File: src/rtl/instruction_encoder.sv
// Purpose : encodes one symbolic MIPS operation per handshake and writes the word(s) to instruction memory.
// Latency : a word accepted at edge k is presented on o_MemWrite/o_Addr_32/o_Data_32 from the cycle after k.
// Backpressure: o_Ready drops while a write is pending or memory is full; writes stall until in_MemAck.
//
// Ports:
//   clk, reset                 single rising-edge clock, asynchronous active-low reset
//   in_Valid / o_Ready         operation handshake
//   in_Op_4                    0 R,1 ADDI,2 ORI,3 ANDI,4 LUI,5 BEQ,6 BNE,7 LW,8 SW,9 J,10 JAL,11 LI
//   in_Rs_5..in_Funct_6        register, shift and function fields
//   in_Imm_32                  immediate ([15:0] I-type, [25:0] jump target, all 32 bits for LI)
//   in_Clear                   synchronous clear of address/count, overrides everything
//   o_MemWrite/o_Addr_32/o_Data_32/in_MemAck   instruction-memory write port
//   o_Full, o_Error, o_Count_11                status
//
// Build option: define INSTR_ENCODER_PSEUDO_LI_EN to make op 11 (LI) a legal two-word
// LUI/ORI expansion. Without it, op 11 is rejected like any other illegal opcode.

module instruction_encoder #(
    parameter logic [31:0] BASE_ADDR = 32'h0040_0000,
    parameter int          DEPTH     = 64
) (
    input  logic        clk,
    input  logic        reset,
    input  logic        in_Valid,
    output logic        o_Ready,
    input  logic [3:0]  in_Op_4,
    input  logic [4:0]  in_Rs_5,
    input  logic [4:0]  in_Rt_5,
    input  logic [4:0]  in_Rd_5,
    input  logic [4:0]  in_Shamt_5,
    input  logic [5:0]  in_Funct_6,
    input  logic [31:0] in_Imm_32,
    input  logic        in_Clear,
    output logic        o_MemWrite,
    output logic [31:0] o_Addr_32,
    output logic [31:0] o_Data_32,
    input  logic        in_MemAck,
    output logic        o_Full,
    output logic        o_Error,
    output logic [10:0] o_Count_11
);

    // ------------------------------------------------------------------
    // Operation selector values
    // ------------------------------------------------------------------
    localparam logic [3:0] OP_R    = 4'd0;
    localparam logic [3:0] OP_ADDI = 4'd1;
    localparam logic [3:0] OP_ORI  = 4'd2;
    localparam logic [3:0] OP_ANDI = 4'd3;
    localparam logic [3:0] OP_LUI  = 4'd4;
    localparam logic [3:0] OP_BEQ  = 4'd5;
    localparam logic [3:0] OP_BNE  = 4'd6;
    localparam logic [3:0] OP_LW   = 4'd7;
    localparam logic [3:0] OP_SW   = 4'd8;
    localparam logic [3:0] OP_J    = 4'd9;
    localparam logic [3:0] OP_JAL  = 4'd10;
`ifdef INSTR_ENCODER_PSEUDO_LI_EN
    localparam logic [3:0] OP_LI   = 4'd11;
`endif

    // ------------------------------------------------------------------
    // MIPS primary opcodes
    // ------------------------------------------------------------------
    localparam logic [5:0] OPC_R    = 6'h00;
    localparam logic [5:0] OPC_ADDI = 6'h08;
    localparam logic [5:0] OPC_ORI  = 6'h0D;
    localparam logic [5:0] OPC_ANDI = 6'h0C;
    localparam logic [5:0] OPC_LUI  = 6'h0F;
    localparam logic [5:0] OPC_BEQ  = 6'h04;
    localparam logic [5:0] OPC_BNE  = 6'h05;
    localparam logic [5:0] OPC_LW   = 6'h23;
    localparam logic [5:0] OPC_SW   = 6'h2B;
    localparam logic [5:0] OPC_J    = 6'h02;
    localparam logic [5:0] OPC_JAL  = 6'h03;

    localparam logic [10:0] DEPTH_W = 11'(DEPTH);
`ifdef INSTR_ENCODER_PSEUDO_LI_EN
    // LI needs two free slots: legal while count <= DEPTH-2.
    localparam logic [10:0] LI_LIMIT = 11'(DEPTH - 2);
`endif

    // ------------------------------------------------------------------
    // FSM state
    // ------------------------------------------------------------------
`ifdef INSTR_ENCODER_PSEUDO_LI_EN
    typedef enum logic [1:0] {
        IDLE   = 2'd0,
        WRITE1 = 2'd1,
        WRITE2 = 2'd2
    } state_t;
`else
    typedef enum logic [1:0] {
        IDLE   = 2'd0,
        WRITE1 = 2'd1
    } state_t;
`endif

    state_t      state;
    logic [31:0] addr;
    logic [31:0] data;
    logic [10:0] count;
    logic        error;

`ifdef INSTR_ENCODER_PSEUDO_LI_EN
    logic [31:0] data2;      // second word of an LI, moved into data after the first ack
    logic        two_words;  // current write sequence is an LI pair
`endif

    // ------------------------------------------------------------------
    // Instruction word builders
    // ------------------------------------------------------------------
    function automatic logic [31:0] itype(input logic [5:0]  op,
                                          input logic [4:0]  rs,
                                          input logic [4:0]  rt,
                                          input logic [15:0] imm);
        return {op, rs, rt, imm};
    endfunction

    function automatic logic [31:0] jtype(input logic [5:0]  op,
                                          input logic [25:0] target);
        return {op, target};
    endfunction

    // ------------------------------------------------------------------
    // Combinational encode of the operation currently offered
    // ------------------------------------------------------------------
    logic [31:0] enc_w0;
    logic [31:0] enc_w1;
    logic        enc_legal;
    logic        enc_two;

    always_comb begin
        enc_w0    = '0;
        enc_w1    = '0;
        enc_legal = 1'b1;
        enc_two   = 1'b0;
        case (in_Op_4)
            OP_R:    enc_w0 = {OPC_R, in_Rs_5, in_Rt_5, in_Rd_5, in_Shamt_5, in_Funct_6};
            OP_ADDI: enc_w0 = itype(OPC_ADDI, in_Rs_5, in_Rt_5, in_Imm_32[15:0]);
            OP_ORI:  enc_w0 = itype(OPC_ORI,  in_Rs_5, in_Rt_5, in_Imm_32[15:0]);
            OP_ANDI: enc_w0 = itype(OPC_ANDI, in_Rs_5, in_Rt_5, in_Imm_32[15:0]);
            // LUI has no source register; the rs field is always zero.
            OP_LUI:  enc_w0 = itype(OPC_LUI,  5'd0,    in_Rt_5, in_Imm_32[15:0]);
            OP_BEQ:  enc_w0 = itype(OPC_BEQ,  in_Rs_5, in_Rt_5, in_Imm_32[15:0]);
            OP_BNE:  enc_w0 = itype(OPC_BNE,  in_Rs_5, in_Rt_5, in_Imm_32[15:0]);
            OP_LW:   enc_w0 = itype(OPC_LW,   in_Rs_5, in_Rt_5, in_Imm_32[15:0]);
            OP_SW:   enc_w0 = itype(OPC_SW,   in_Rs_5, in_Rt_5, in_Imm_32[15:0]);
            OP_J:    enc_w0 = jtype(OPC_J,   in_Imm_32[25:0]);
            OP_JAL:  enc_w0 = jtype(OPC_JAL, in_Imm_32[25:0]);
`ifdef INSTR_ENCODER_PSEUDO_LI_EN
            OP_LI: begin
                // LUI rt, hi16 ; ORI rt, rt, lo16
                enc_w0    = itype(OPC_LUI, 5'd0,    in_Rt_5, in_Imm_32[31:16]);
                enc_w1    = itype(OPC_ORI, in_Rt_5, in_Rt_5, in_Imm_32[15:0]);
                enc_two   = 1'b1;
                // Never start a pair that cannot complete; a half-written LI
                // would leave the register with only the upper half loaded.
                enc_legal = (count <= LI_LIMIT);
            end
`endif
            default: enc_legal = 1'b0;
        endcase
    end

`ifndef INSTR_ENCODER_PSEUDO_LI_EN
    // Without LI the top immediate bits never reach an instruction word.
    logic unused_imm_hi;
    assign unused_imm_hi = ^in_Imm_32[31:26];
`endif

    // ------------------------------------------------------------------
    // Status / handshake
    // ------------------------------------------------------------------
    assign o_Full     = (count == DEPTH_W);
    assign o_Ready    = (state == IDLE) && !o_Full;
    assign o_MemWrite = (state != IDLE);
    assign o_Addr_32  = addr;
    assign o_Data_32  = data;
    assign o_Count_11 = count;
    assign o_Error    = error;

    // ------------------------------------------------------------------
    // Sequencer
    // ------------------------------------------------------------------
    always_ff @(posedge clk or negedge reset) begin
        if (!reset) begin
            state <= IDLE;
            addr  <= BASE_ADDR;
            data  <= '0;
            count <= '0;
            error <= 1'b0;
`ifdef INSTR_ENCODER_PSEUDO_LI_EN
            data2     <= '0;
            two_words <= 1'b0;
`endif
        end else begin
            error <= 1'b0;
            if (in_Clear) begin
                // Clear wins over accepts and acks alike; a write in flight
                // is dropped even if memory acknowledges it this cycle.
                state <= IDLE;
                addr  <= BASE_ADDR;
                count <= '0;
            end else begin
                case (state)
                    IDLE: begin
                        if (in_Valid && o_Ready) begin
                            if (enc_legal) begin
                                data  <= enc_w0;
                                state <= WRITE1;
`ifdef INSTR_ENCODER_PSEUDO_LI_EN
                                data2     <= enc_w1;
                                two_words <= enc_two;
`endif
                            end else begin
                                // Rejected: consume the request, flag it, stay idle.
                                error <= 1'b1;
                            end
                        end
                    end
                    WRITE1: begin
                        if (in_MemAck) begin
                            addr  <= addr + 32'd4;
                            count <= count + 11'd1;
`ifdef INSTR_ENCODER_PSEUDO_LI_EN
                            if (two_words) begin
                                data  <= data2;
                                state <= WRITE2;
                            end else begin
                                state <= IDLE;
                            end
`else
                            state <= IDLE;
`endif
                        end
                    end
`ifdef INSTR_ENCODER_PSEUDO_LI_EN
                    WRITE2: begin
                        if (in_MemAck) begin
                            addr      <= addr + 32'd4;
                            count     <= count + 11'd1;
                            two_words <= 1'b0;
                            state     <= IDLE;
                        end
                    end
`endif
                    default: state <= IDLE;
                endcase
            end
        end
    end

endmodule

File: config.mk
export PLATFORM = sky130hd
export DESIGN_NAME = instruction_encoder
export DESIGN_NICKNAME = d
export VERILOG_FILES = /design/src/rtl/instruction_encoder.sv
export SDC_FILE = /design/constraint.sdc
export NUM_CORES = 1
export LEC_CHECK = 0
export CAP_MARGIN = 20
export CELL_PAD_IN_SITES_DETAIL_PLACEMENT = 1
export CELL_PAD_IN_SITES_GLOBAL_PLACEMENT = 2
export CORE_MARGIN = 2
export CORE_UTILIZATION = 24
export DETAILED_ROUTE_END_ITERATION = 8
export GPL_ROUTABILITY_DRIVEN = 0
export PLACE_DENSITY = 0.75
export SLEW_MARGIN = 10
export SYNTH_ARGS = -nofsm -noshare
export SYNTH_HDL_FRONTEND = slang
export SYNTH_SLANG_ARGS = --single-unit
File: constraint.sdc
create_clock -name clk -period 2.2 [get_ports clk]
set_clock_uncertainty 0.05 [all_clocks]
set_input_delay 0.22 -clock clk [delete_from_list [all_inputs] [get_ports clk]]
set_output_delay 0.22 -clock clk [all_outputs]
set_load 0.005 [all_outputs]
==> qor.csv <==
stage,metric,value,unit
route,wire length on met3,720,um
setup_path,Critical Path AT,2.37,ns
logic_synthesis,synthesized instance count,393,
setup_path,worst r2r src,o_Count_11[0]$_DFFE_PN0P_,
final_layout,"most common cell after layout, fill and taps aside",clkdlybuf4s50_1,
logic_synthesis,number of synthesized flops with an enable pin,0,
setup_path,Crit. End Element,flip-flop,
global_route,vias in the first global route,3933,
setup_path,crit path to,o_Data_32[10]$_DFFE_PN0P_,
logic_synthesis,post-synthesis sequential area ratio,0.461,
sta,Final Setup Violations,1,
final_layout,fin area,6420,um^2
setup_path,Worst Reg-to-Reg Cells,7,
sta,post-route setup slack,-0.00274,ns
sta,slew margin rel.,0.425,
die,Die H,133,um
logic_synthesis,Yosys top cell area share,0.454,
sta,RSZ-0062 raised after global routing,true,
sta,fmax,454,MHz
final_layout,most frequent cells in the layout,"clkdlybuf4s50_1 (132), dfrtp_1 (73), buf_4 (46)",
place,Post-DP HPWL,9.51,mm
logic_synthesis,Synth cell types,50,
hold_path,Hold Path Stages,2,
flow_run,Max Cap Violations,0,
final_layout,Final Non-Filler Cells,794,
setup_path,"Slowest-stage cell, CP",or4b_4,
route,vias per cell,4.66,
clocking,clock root buffer,clkbuf_16,
route,initial DRC count,117,
global_route,pin count of the biggest net entering global routing,45,
setup_path,maximum fanout along the worst path,11,
power,Lkg Pwr,2.65,nW
setup_path,critical-path cell list,inv_1 > ha_1 > or4b_4 > o31a_1 > buf_12 > nand2_8 > mux2_2,
power,total power,4.23,mW
setup_path,CP bufs+invs,2,
sta,Final Cycle Share,1.00,
route,vias,3702,
clocking,CTS Buf Count,9,
route,Post-route DRC,0,
setup_path,Top delay family on crit path,simple AND/OR/NAND/NOR gates,
die,num rows,47,
route,wire per inst,16.3,um
die,Core Region,16500,um^2
die,Ports,146,
logic_synthesis,Post-synth ARST share,1.00,
setup_path,FF-to-FF End,o_Data_32[10]$_DFFE_PN0P_,
setup_path,Required @ worst endpoint,2.37,ns
route,drt pass-1 iters,4,
place,placed insts,772,
route,M1 WL,5.93,mm
route,metal2 WL,6.13,mm
run_status,failing checks,negative setup slack,
setup_path,reg-to-reg setup timing slack,-0.003,ns
place,DP Area,5920,um^2
route,routed wire length,13.0,mm
logic_synthesis,Synth Register Bits,74,
final_layout,fin util,0.390,
clocking,# clock sinks,74,
setup_path,CP startpoint kind,flip-flop,
logic_synthesis,Synth Cell Area,4020,um^2
clocking,TritonCTS clock tree,done,
sta,worst slew pin tran,0.857,ns
logic_synthesis,leading area contributor after synthesis,dfrtp_1,
final_layout,area delta synth->final,59.7,%
logic_synthesis,Yosys Warn Count,0,
global_route,initial antenna violation count,0,
setup_path,kind of critical path,flip-flop to flip-flop,
logic_synthesis,mean area per synthesized cell,10.2,um^2
final_layout,number of antenna diodes,0,
global_route,first-pass GRT wire length,20.9,mm
logic_synthesis,ranking of synthesized cells by area,"dfrtp_1 (45%), mux2_2 (14%), nor2_1 (3.5%)",
clocking,later-pin clock latency in the skew report,0.34,ns
global_route,total gr overflow,0,
clocking,clock tree buffer depth,2,
power,Pwr Density,658,nW/um^2
final_layout,Final nets,639,
die,width of the die,133,um
setup_path,Setup crit start,o_Count_11[0]$_DFFE_PN0P_,
die,die area,17800,um^2
place,Buffers on Ports,136,
power,maximum vdd ir drop,0.300,mV
sta,Hold Fails Final Rpt,0,
setup_path,CP Depth,7,
route,DR top layer,met4,
clocking,H-tree levels,3,
sta,Final Critical Period,2.20,ns
global_route,Global Route Usage Sum,0.145,
run_status,status,"finished, violations left",
die,initial core utilization,0.244,
clocking,Worst-path clk slew,0.06,ns
route,DRT antenna net count,0,
hold_path,worst hold path class,input port to flip-flop,
final_layout,share of cells above drive strength 1,0.228,
sta,Slew Limit Fails,0,
setup_path,CP max stage delay,0.48,ns
logic_synthesis,top_reg_cell synth,dfrtp_1,
-- cell type report --
| cell class | instances | area [um^2] |
|---|---|---|
| Inverter | 5 | 18.8 |
| Clock inverter | 6 | 113 |
| Tap cell | 220 | 275 |
| Sequential cell | 74 | 1850 |
| Timing Repair Buffer | 188 | 1780 |
| Multi-Input combinational cell | 291 | 2150 |
| Clock buffer | 10 | 239 |
| Fill cell | 1839 | 10000 |
-- logic make-up after synthesis --
| kind of cell | Yosys count | share of synthesized area |
|---|---|---|
| compound gates | 62 | 0.0998 |
| fa+ha+maj | 3 | 0.00933 |
| other cells | 1 | 0.000932 |
| flops | 74 | 0.461 |
| xor+xnor | 21 | 0.0457 |
| mux | 52 | 0.145 |
| buf+inv | 31 | 0.0392 |
| simple gates | 149 | 0.200 |
-- registers in the layout (all words and copies together), names as in the netlist --
name        count
o_Addr_32      30
o_Count_11     11
o_Data_32      31
o_Error         1
state           1
-- worst min-delay path by stage --
| stage | start | end | slack [ns] |
|---|---|---|---|
| 6_report | in_Clear | o_Addr_32[4]$_DFFE_PN0P_ | 0.12 |
| 4_1_cts | in_Clear | o_Addr_32[4]$_DFFE_PN0P_ | 0.11 |
| 5_1_grt | in_Clear | o_Addr_32[4]$_DFFE_PN0P_ | 0.13 |
| 2_1_floorplan | reset | o_Addr_32[10]$_DFFE_PN0P_ | -0.13 |
| 3_5_place_dp | reset | o_Addr_32[19]$_DFFE_PN0P_ | 0.15 |
| 3_3_place_gp | reset | o_Addr_32[19]$_DFFE_PN0P_ | 0.14 |
-- Yosys cell counts (all sizes together) (4+ instances only) --
cell     n
nor2b   13
and3     4
nor3     8
nand4   11
xnor2   12
a22oi    5
a22o     6
nor2    38
and4     5
nand3   12
o21ai   10
nor4    11
buf     10
clkbuf  16
a31oi    5
nand2   23
inv      5
a21oi   21
mux2    49
dfrtp   73
xor2     9
o31ai    7
or3      5
-- metrics by stage --
step / hold slack, ns / setup slack [ns] / TNS, ns
finish: 0.120 / -0.00274 / -0.00274
global route: 0.126 / -0.0690 / -0.662
CTS: 0.108 / -0.0250 / -0.0853
detailed placement: 0.147 / -0.0976 / -1.91
global placement: 0.140 / -0.0640 / -1.20
floorplan: -0.126 / 0.0366 / 0
-- layer usage --
metal,vias to the layer above,global-route usage
li1,1762,-
met1,1822,0.190
met2,106,0.235
met3,12,0.0361
met4,0,0.0496
met5,-,0
-- report_power, final --
group	internal, mW	switching [mW]
logic	0.586	0.314
registers	1.50	0.0881
clock network	1.14	0.593
-- what timing repair did --
action | 4_1_cts | 5_1_grt
hold buffers | 1 | 0
gates resized for setup | 7 | 26
setup endpoints to repair | 23 | 27
endpoints found under the hold margin | 30 | 0
setup buffers | 1 | 3
gates cloned | 0 | 1
pin swaps | 2 | 3
Note: power is estimated with default switching activity, not from simulation.
